**src/rtl/fifo_burst_reader_if.sv**
```systemverilog
// Bundle of the fifo read port and the outgoing valid/ready stream of fifo_burst_reader.
// master = the reader (drives fifo_read and the stream); slave = the fifo/consumer side.
interface fifo_burst_reader_if #(
  parameter int DATA_WIDTH = 32
);
  logic [DATA_WIDTH-1:0] fifo_output_data;
  logic                  fifo_empty;
  logic                  fifo_read;
  logic [DATA_WIDTH-1:0] out_data;
  logic                  out_valid;
  logic                  out_ready;
  logic                  out_last;

  modport master (
    input  fifo_output_data, fifo_empty, out_ready,
    output fifo_read, out_data, out_valid, out_last
  );

  modport slave (
    output fifo_output_data, fifo_empty, out_ready,
    input  fifo_read, out_data, out_valid, out_last
  );
endinterface

```
**src/rtl/fifo_burst_reader.sv**
```systemverilog
// Drains a 1-cycle-latency fifo into a valid/ready stream through a 2-entry skid buffer,
// marking every BURST_LEN-th beat with out_last and counting completed bursts.
module fifo_burst_reader #(
  parameter int DATA_WIDTH = 32,
  parameter int BURST_LEN  = 4,
  parameter int CNT_WIDTH  = 16
) (
  input  logic                 clk,
  input  logic                 reset,
  input  logic                 en,
  fifo_burst_reader_if.master  bus,
  output logic [CNT_WIDTH-1:0] burst_count
);

  localparam int                BEAT_W    = $clog2(BURST_LEN);
  localparam logic [BEAT_W-1:0] LAST_BEAT = BEAT_W'(BURST_LEN - 1);

  logic [DATA_WIDTH-1:0] skid [2];
  logic                  rd_ptr;
  logic                  wr_ptr;
  logic [1:0]            buf_cnt;
  logic                  inflight;
  logic [BEAT_W-1:0]     beat;
  logic                  pop;
  logic                  push;
  logic                  fifo_read;
  logic [2:0]            occupancy;

  assign push = inflight;
  assign pop  = bus.out_valid & bus.out_ready;

  // Words already owned (buffered + in flight) after this cycle's pop; a read is safe below 2.
  assign occupancy = {1'b0, buf_cnt} + {2'b00, inflight} - {2'b00, pop};
  assign fifo_read = en & ~bus.fifo_empty & ~reset & (occupancy < 3'd2);

  assign bus.fifo_read = fifo_read;
  assign bus.out_valid = (buf_cnt != 2'd0);
  assign bus.out_data  = (buf_cnt != 2'd0) ? skid[rd_ptr] : '0;
  assign bus.out_last  = bus.out_valid & (beat == LAST_BEAT);

  always_ff @(posedge clk or posedge reset) begin
    if (reset) begin
      inflight    <= 1'b0;
      buf_cnt     <= 2'd0;
      rd_ptr      <= 1'b0;
      wr_ptr      <= 1'b0;
      beat        <= '0;
      burst_count <= '0;
      skid[0]     <= '0;
      skid[1]     <= '0;
    end else begin
      inflight <= fifo_read;
      if (push) begin
        skid[wr_ptr] <= bus.fifo_output_data;
        wr_ptr       <= ~wr_ptr;
      end
      if (pop) begin
        rd_ptr <= ~rd_ptr;
        if (beat == LAST_BEAT) begin
          beat        <= '0;
          burst_count <= burst_count + CNT_WIDTH'(1);
        end else begin
          beat <= beat + BEAT_W'(1);
        end
      end
      buf_cnt <= buf_cnt + {1'b0, push} - {1'b0, pop};
    end
  end

  a_buf_bound : assert property (@(posedge clk) disable iff (reset) buf_cnt <= 2'd2);

endmodule
```
**src/flat_wrapper.sv**
```systemverilog
// flat-port wrapper written by rule: the top's interface ports become plain ports
module fifo_burst_reader_flat 
#(
  parameter int DATA_WIDTH = 32,
  parameter int BURST_LEN  = 4,
  parameter int CNT_WIDTH  = 16
)
  (clk, reset, en, burst_count, bus_fifo_output_data, bus_fifo_empty, bus_out_ready, bus_fifo_read, bus_out_data, bus_out_valid, bus_out_last);
  fifo_burst_reader_if #(.DATA_WIDTH(DATA_WIDTH)) bus_i ();
  input  logic clk;
  input  logic reset;
  input  logic en;
  output logic [CNT_WIDTH-1:0] burst_count;
  input wire logic [$bits(bus_i.fifo_output_data)-1:0] bus_fifo_output_data;
  input wire logic [$bits(bus_i.fifo_empty)-1:0] bus_fifo_empty;
  input wire logic [$bits(bus_i.out_ready)-1:0] bus_out_ready;
  output wire logic [$bits(bus_i.fifo_read)-1:0] bus_fifo_read;
  output wire logic [$bits(bus_i.out_data)-1:0] bus_out_data;
  output wire logic [$bits(bus_i.out_valid)-1:0] bus_out_valid;
  output wire logic [$bits(bus_i.out_last)-1:0] bus_out_last;
  assign bus_i.fifo_output_data = bus_fifo_output_data;
  assign bus_i.fifo_empty = bus_fifo_empty;
  assign bus_i.out_ready = bus_out_ready;
  assign bus_fifo_read = bus_i.fifo_read;
  assign bus_out_data = bus_i.out_data;
  assign bus_out_valid = bus_i.out_valid;
  assign bus_out_last = bus_i.out_last;
  fifo_burst_reader #(.DATA_WIDTH(DATA_WIDTH), .BURST_LEN(BURST_LEN), .CNT_WIDTH(CNT_WIDTH)) u_core (.clk(clk), .reset(reset), .en(en), .bus(bus_i), .burst_count(burst_count));
endmodule
```
**config.mk**
```make
export PLATFORM = sky130hd
export DESIGN_NAME = fifo_burst_reader_flat
export DESIGN_NICKNAME = d
export VERILOG_FILES = /design/src/rtl/fifo_burst_reader_if.sv /design/src/rtl/fifo_burst_reader.sv /design/src/flat_wrapper.sv
export SDC_FILE = /design/constraint.sdc
export NUM_CORES = 1
export LEC_CHECK = 0
export BUFFER_PORTS_ARGS = -buffer_cell sky130_fd_sc_hd__buf_4
export CAP_MARGIN = 30
export CORE_UTILIZATION = 53
export CTS_CLUSTER_SIZE = 8
export DETAILED_ROUTE_END_ITERATION = 10
export PLACE_DENSITY = 0.74
export RECOVER_POWER = 25
export SYNTH_ARGS = -nofsm -noshare
export SYNTH_HDL_FRONTEND = slang
export SYNTH_SLANG_ARGS = --single-unit
```
**constraint.sdc**
```tcl
create_clock -name clk -period 4.31 [get_ports clk]
set_input_delay 0.6465 -clock clk [delete_from_list [all_inputs] [get_ports clk]]
set_output_delay 0.6465 -clock clk [all_outputs]
set_load 0.01 [all_outputs]
```
# ---- After elaboration in Yosys (flattened, before gate mapping)
# Cells that the tools add are included.
dict set report totals {
  input_bits 37
  regBits 87
  elab_cells 41
  out_inout_bits 51
}
dict set report classes {
  addsub 6
  n_lt_le_gt_ge 4
  n_bitwise 11
  n_eq_ne 1
  n_mux 8
  reduce_logical 3
}
# operator count
set op_table {}
lappend op_table {{$mux 32} 5}
lappend op_table {{$bwmux 64} 1}
lappend op_table {{$demux 32 s1} 1}
lappend op_table {{$add 16x1->16 const B} 1}
lappend op_table {{$and 1x1->1} 5}
lappend op_table {{$ge 2x2->1 const B} 2}
lappend op_table {{$not 1->1} 4}
lappend op_table {{$not 1->2} 2}
lappend op_table {{$add 2x1->3} 1}
lappend op_table {{$lt 3x2->1 const B} 1}
lappend op_table {{$sub 3x1->3} 1}
lappend op_table {{$add 2x1->2} 1}
lappend op_table {{$add 2x1->2 const B} 1}
lappend op_table {{$eq 2x2->1 const B} 1}
lappend op_table {{$lt 2x1->1 const B} 1}
lappend op_table {{$mux 2} 1}
lappend op_table {{$reduce_and 2->1} 1}
lappend op_table {{$reduce_bool 2->1} 1}
lappend op_table {{$sub 2x1->2} 1}
lappend op_table {{$logic_and 1x1->1} 1}

# ---- Depth between registers and ports, before layout
dict set report logic_depth {
  word_depth 6
  mapped_depth 10
  depth_no_buf 10
}

# ---- Worst setup path before layout
# OpenSTA, ideal clock, no wires.
dict set report synth_path {
  path_kind {reg2out}
  start {register u_core.buf_cnt[1]}
  end {output port bus_fifo_read}
  path_stages_with_launch 11
  arrival_ps 2503
  n_path_buf 0
  slack_ps 1161
  cell_sequence {dfrtp_1 -> nor2_1 -> inv_2 -> nand2_1 -> inv_1 -> ha_1 -> inv_1 -> ha_1 -> fa_1 -> nand2b_1 -> nor4_1}
}
dict set report synth_between {
  elab_chain_cells 5
}
# item line
set synth_lines {}
lappend synth_lines {{from (decl)} fifo_burst_reader.sv:21} ;# logic [1:0] buf_cnt;
lappend synth_lines {{from (signal assigned)} fifo_burst_reader.sv:66} ;# buf_cnt <= buf_cnt + {1'b0, push} - {1'b0, pop};
lappend synth_lines {{$reduce_bool 2->1} fifo_burst_reader.sv:37} ;# assign bus.out_valid = (buf_cnt != 2'd0);
lappend synth_lines {{named net bus_out_valid} flat_wrapper.sv:19} ;# output wire logic [$bits(bus_i.out_valid)-1:0] bus_out_valid;
lappend synth_lines {{$and 1x1->1} fifo_burst_reader.sv:30} ;# assign pop = bus.out_valid & bus.out_ready;
lappend synth_lines {{named net u_core.pop} fifo_burst_reader.sv:24} ;# logic pop;
lappend synth_lines {{$sub 3x1->3} fifo_burst_reader.sv:33} ;# assign occupancy = {1'b0, buf_cnt} + {2'b00, inflight} - {2'b00, pop};
lappend synth_lines {{named net u_core.occupancy[1]} fifo_burst_reader.sv:27} ;# logic [2:0] occupancy;
lappend synth_lines {{$lt 3x2->1} fifo_burst_reader.sv:34} ;# assign fifo_read = en & ~bus.fifo_empty & ~reset & (occupancy < 3'd2);
lappend synth_lines {{$and 1x1->1} fifo_burst_reader.sv:34}
lappend synth_lines {{to (decl)} flat_wrapper.sv:17} ;# output wire logic [$bits(bus_i.fifo_read)-1:0] bus_fifo_read;
# The timed path passes the listed nets, and every way through them passes these cells.

# ---- Final worst setup path
dict set report layout_path {
  start {register u_core.buf_cnt[1]}
  end {output port bus_fifo_read}
}
dict set report layout_between {
  elab_chain_cells 5
}
# item line
set layout_lines {}
lappend layout_lines {{$reduce_bool 2->1} fifo_burst_reader.sv:37}
lappend layout_lines {{$and 1x1->1} fifo_burst_reader.sv:30}
lappend layout_lines {{named net u_core.pop} fifo_burst_reader.sv:24}
lappend layout_lines {{$sub 3x1->3} fifo_burst_reader.sv:33}
lappend layout_lines {{named net u_core.occupancy[1]} fifo_burst_reader.sv:27}
lappend layout_lines {{$lt 3x2->1} fifo_burst_reader.sv:34}
lappend layout_lines {{$and 1x1->1} fifo_burst_reader.sv:34}
# The timed path passes the listed nets, and every way through them passes these cells.

==> metrics.md <==
| Metric | Value |
|---|---|
| Cell Rows | `30` |
| First-pass GRT wire length | `12.2 mm` |
| Final worst setup slack | `766 ps` |
| First-pass DRT Iterations | `4` |
| 1st-iter DRT viols | `89` |
| Max Clk Rate | `0.282 GHz` |
| Hold_ws | `274 ps` |
| Transition time of the tightest slew-check pin | `2390 ps` |
| Vias per inst | `5.15` |
| Area growth, synth to finish | `25.0%` |
| Worst setup EP type | `primary output` |
| Skew final | `8.07 ps` |
| CTS tree | `done` |
| Post-CTS setup buffer count | `0` |
| Setup tns final | `0 ps` |
| YS warnings | `0` |
| Place WS | `962 ps` |
| Post-Route WL | `7.33 mm` |
| Die width | `87.9 um` |
| Final Setup Violations | `0` |
| Seq/Total Area, Yosys | `55.6%` |
| #FFs+latches synth | `87` |
| Routed WL per cell | `15.1 um` |
| Yosys cell types | `28` |
| Initial antenna violation count | `0` |
| CTS Buf Count | `9` |
| Post-synthesis cell area | `0.00391 mm^2` |
| Critical path cell sequence | `nor2_1 -> inv_2 -> nand2_1 -> inv_1 -> ha_1 -> inv_1 -> ha_1 -> fa_1 -> nand2b_1 -> nor4_1 -> buf_4` |
| Synth Area in Compound Gates | `0.736%` |
| Antenna viol nets, final | `0` |
| Static leakage power | `2.42 nW` |
| Worst slew margin | `-59.1%` |
| Final hold violation count | `0` |
| Number of global-route vias before repair | `2,582` |
| Die footprint | `0.00773 mm^2` |
| Adder-Cell Fraction of Synth Area | `1.79%` |
| Gr ovfl total | `0` |
| Area after DPL | `0.00467 mm^2` |
| Gr usage total | `21.2%` |
| Final Cell Area | `0.00489 mm^2` |
| Syn Inst Count | `295` |
| Drc violations | `0` |
| Num Clock Sinks | `87` |
| Largest family of logic cells by synthesized area | `multiplexers` |
| Startpoint types | `flip-flop` |
| CTS H-tree depth | `3` |
| Synth Area in XOR/XNOR | `4.22%` |
| Syn nets | `337` |
| Fin crit share | `82.2%` |
| RePlAce Congestion | `0.674` |
| Post_cts resized | `0` |
| Clock transition at the registers of the reported paths | `80 ps` |
| Failing checks | `max-capacitance violations, max-slew violations` |
| Cts-stage hold buffer count | `0` |
| DPL Wire Length | `4.78 mm` |
| Crit Path Category | `flip-flop to primary output` |
| Nets | `426` |
| Final Critical Period | `3540 ps` |
| Mapped Avg Cell Area | `13.3 um^2` |
| Slew Limit Fails | `46` |
| Pwr Density | `726 mW/mm^2` |
| Critical path's slowest cell | `fa_1` |
| Hold Path Class | `input pin to async pin` |
| Outcome | `finished with violations` |
| Worst path max stage delay | `450 ps` |
| Antenna cell count | `0` |
| Mux share of post-synthesis cell area | `27.2%` |
| Post-synthesis simple-gate area fraction | `7.93%` |
| Port bufs | `87` |
| Layout cells sized above 1 | `45.5%` |
| Initial core utilization | `56.3%` |
| I/O pin cnt | `88` |
| Required @ worst endpoint | `3660 ps` |
| RSZ-0062 raised after global routing | `false` |
| Worst Path Arrival | `2900 ps` |
| Core ar. | `0.00694 mm^2` |
| Root Driver | `clkbuf_8` |
| Largest net degree at the start of global routing | `55` |
| Critical path fanouts, max | `5` |
| Vias | `2,498` |
| Die Height | `87.9 um` |
| Clock Path Buffers | `2` |
| Peak supply drop | `370 uV` |
| Max Cap Viol | `1` |
| Worst skew pair latency | `350 ps` |
## cell families after synthesis
| group | Yosys count |
|---|---|
| compound gates | 2 |
| xor+xnor | 18 |
| fa+ha+maj | 5 |
| buf+inv | 21 |
| flops | 87 |
| mux | 98 |
| simple gates | 64 |
## state kept, by name (all words and copies together) (netlist names)
signal              count
u_core.beat             2
u_core.wr_ptr           1
u_core.buf_cnt          2
u_core.burst_count     16
u_core.rd_ptr           1
u_core.skid            64
u_core.inflight         1
## where the power goes
part | switching [mW] | internal, mW | leakage, nW | total, mW
sequential | 0.217 | 1.17 | 1.08 | 1.38
combinational | 0.657 | 0.843 | 1.23 | 1.50
clock | 0.282 | 0.384 | 0.120 | 0.666
total | 1.16 | 2.39 | 2.42 | 3.55
## routing by layer
| layer | global-route usage [%] | wire length, um | vias up |
|---|---|---|---|
| met1 | 26.8 | 3230 | 1246 |
| met5 | 0 | 0 | - |
| li1 | - | - | 1183 |
| met2 | 34.0 | 3540 | 61 |
| met4 | 10.3 | 144 | 0 |
| met3 | 5.56 | 413 | 8 |
## layout by cell type, fill, tap and decap left out, types with 2 or more instances in the layout
master     count
nor3_1         2
ha_1           4
and2_1         2
bufinv_16      3
nand2_1        8
dfrtp_1       86
inv_1          5
clkbuf_1       3
buf_4         89
and4_1         2
mux2i_1       32
mux2_2        64
clkinv_2       2
xnor2_1       12
mux2_1         2
xor2_1         5
nor3_4         2
nand3_1        8
nor2_1        35
clkbuf_8       9
## synth_stat cells
cell type | n | area share, %
xor2_2 | 1 | 0.42
xnor2_1 | 12 | 2.7
inv_1 | 6 | 0.58
and3_1 | 1 | 0.16
dfrtp_1 | 87 | 56
nand2b_1 | 1 | 0.16
and4_1 | 2 | 0.45
and2_1 | 2 | 0.32
nor3_1 | 2 | 0.26
clkbuf_1 | 5 | 0.48
nor4_1 | 1 | 0.16
nor3_4 | 2 | 0.83
and4_4 | 1 | 0.29
mux2_2 | 64 | 18
a21o_1 | 1 | 0.19
fa_1 | 1 | 0.51
inv_2 | 1 | 0.096
nor2b_1 | 1 | 0.16
nor2_1 | 35 | 3.4
nand3_1 | 8 | 1.0
ha_1 | 4 | 1.3
mux2_1 | 2 | 0.58
buf_2 | 6 | 0.77
xor2_1 | 5 | 1.1
mux2i_1 | 32 | 8.2
o211ai_4 | 1 | 0.54
buf_4 | 3 | 0.58
nand2_1 | 8 | 0.77
## path summary, 6_finish.rpt
check	start	to	slack, ps	cells after the start
max	u_core.buf_cnt[1]	bus_fifo_read	770	11
min	reset	u_core.burst_count[4]	270	2
max reg2reg	u_core.buf_cnt[1]	u_core.inflight	1820	10
min reg2reg	u_core.burst_count[15]	u_core.burst_count[15]	480	1
max in group asynchronous	reset	u_core.rd_ptr	1300	3
min in group clk	bus_fifo_empty	u_core.inflight	470	2
## through the flow
stage,total power [mW],utilization (%),cells
after floorplan,2.30,-,295
after global placement,2.87,67.0,467
after detailed placement,2.93,67.2,468
after CTS,3.61,70.6,484
after global routing,3.81,70.4,485
final,3.55,70.4,485
## worst max-delay path, delay by kind of cell, from the launching register on
kind / cells / cell delay, ps
adders and majority gates: 3 / 930
and+or+nand+nor: 4 / 830
DFF: 1 / 420
buffers and inverters: 4 / 380
## cell type report
class	count	area, um^2
clock buffers	10	128
clock inverters	6	109
multi-input cells	187	1630
repair buffers	92	696
fillers	552	2050
inverters	7	27.5
well taps	96	120
flip-flops and latches	87	2180
No activity file was read; power rests on OpenSTA's default activity.
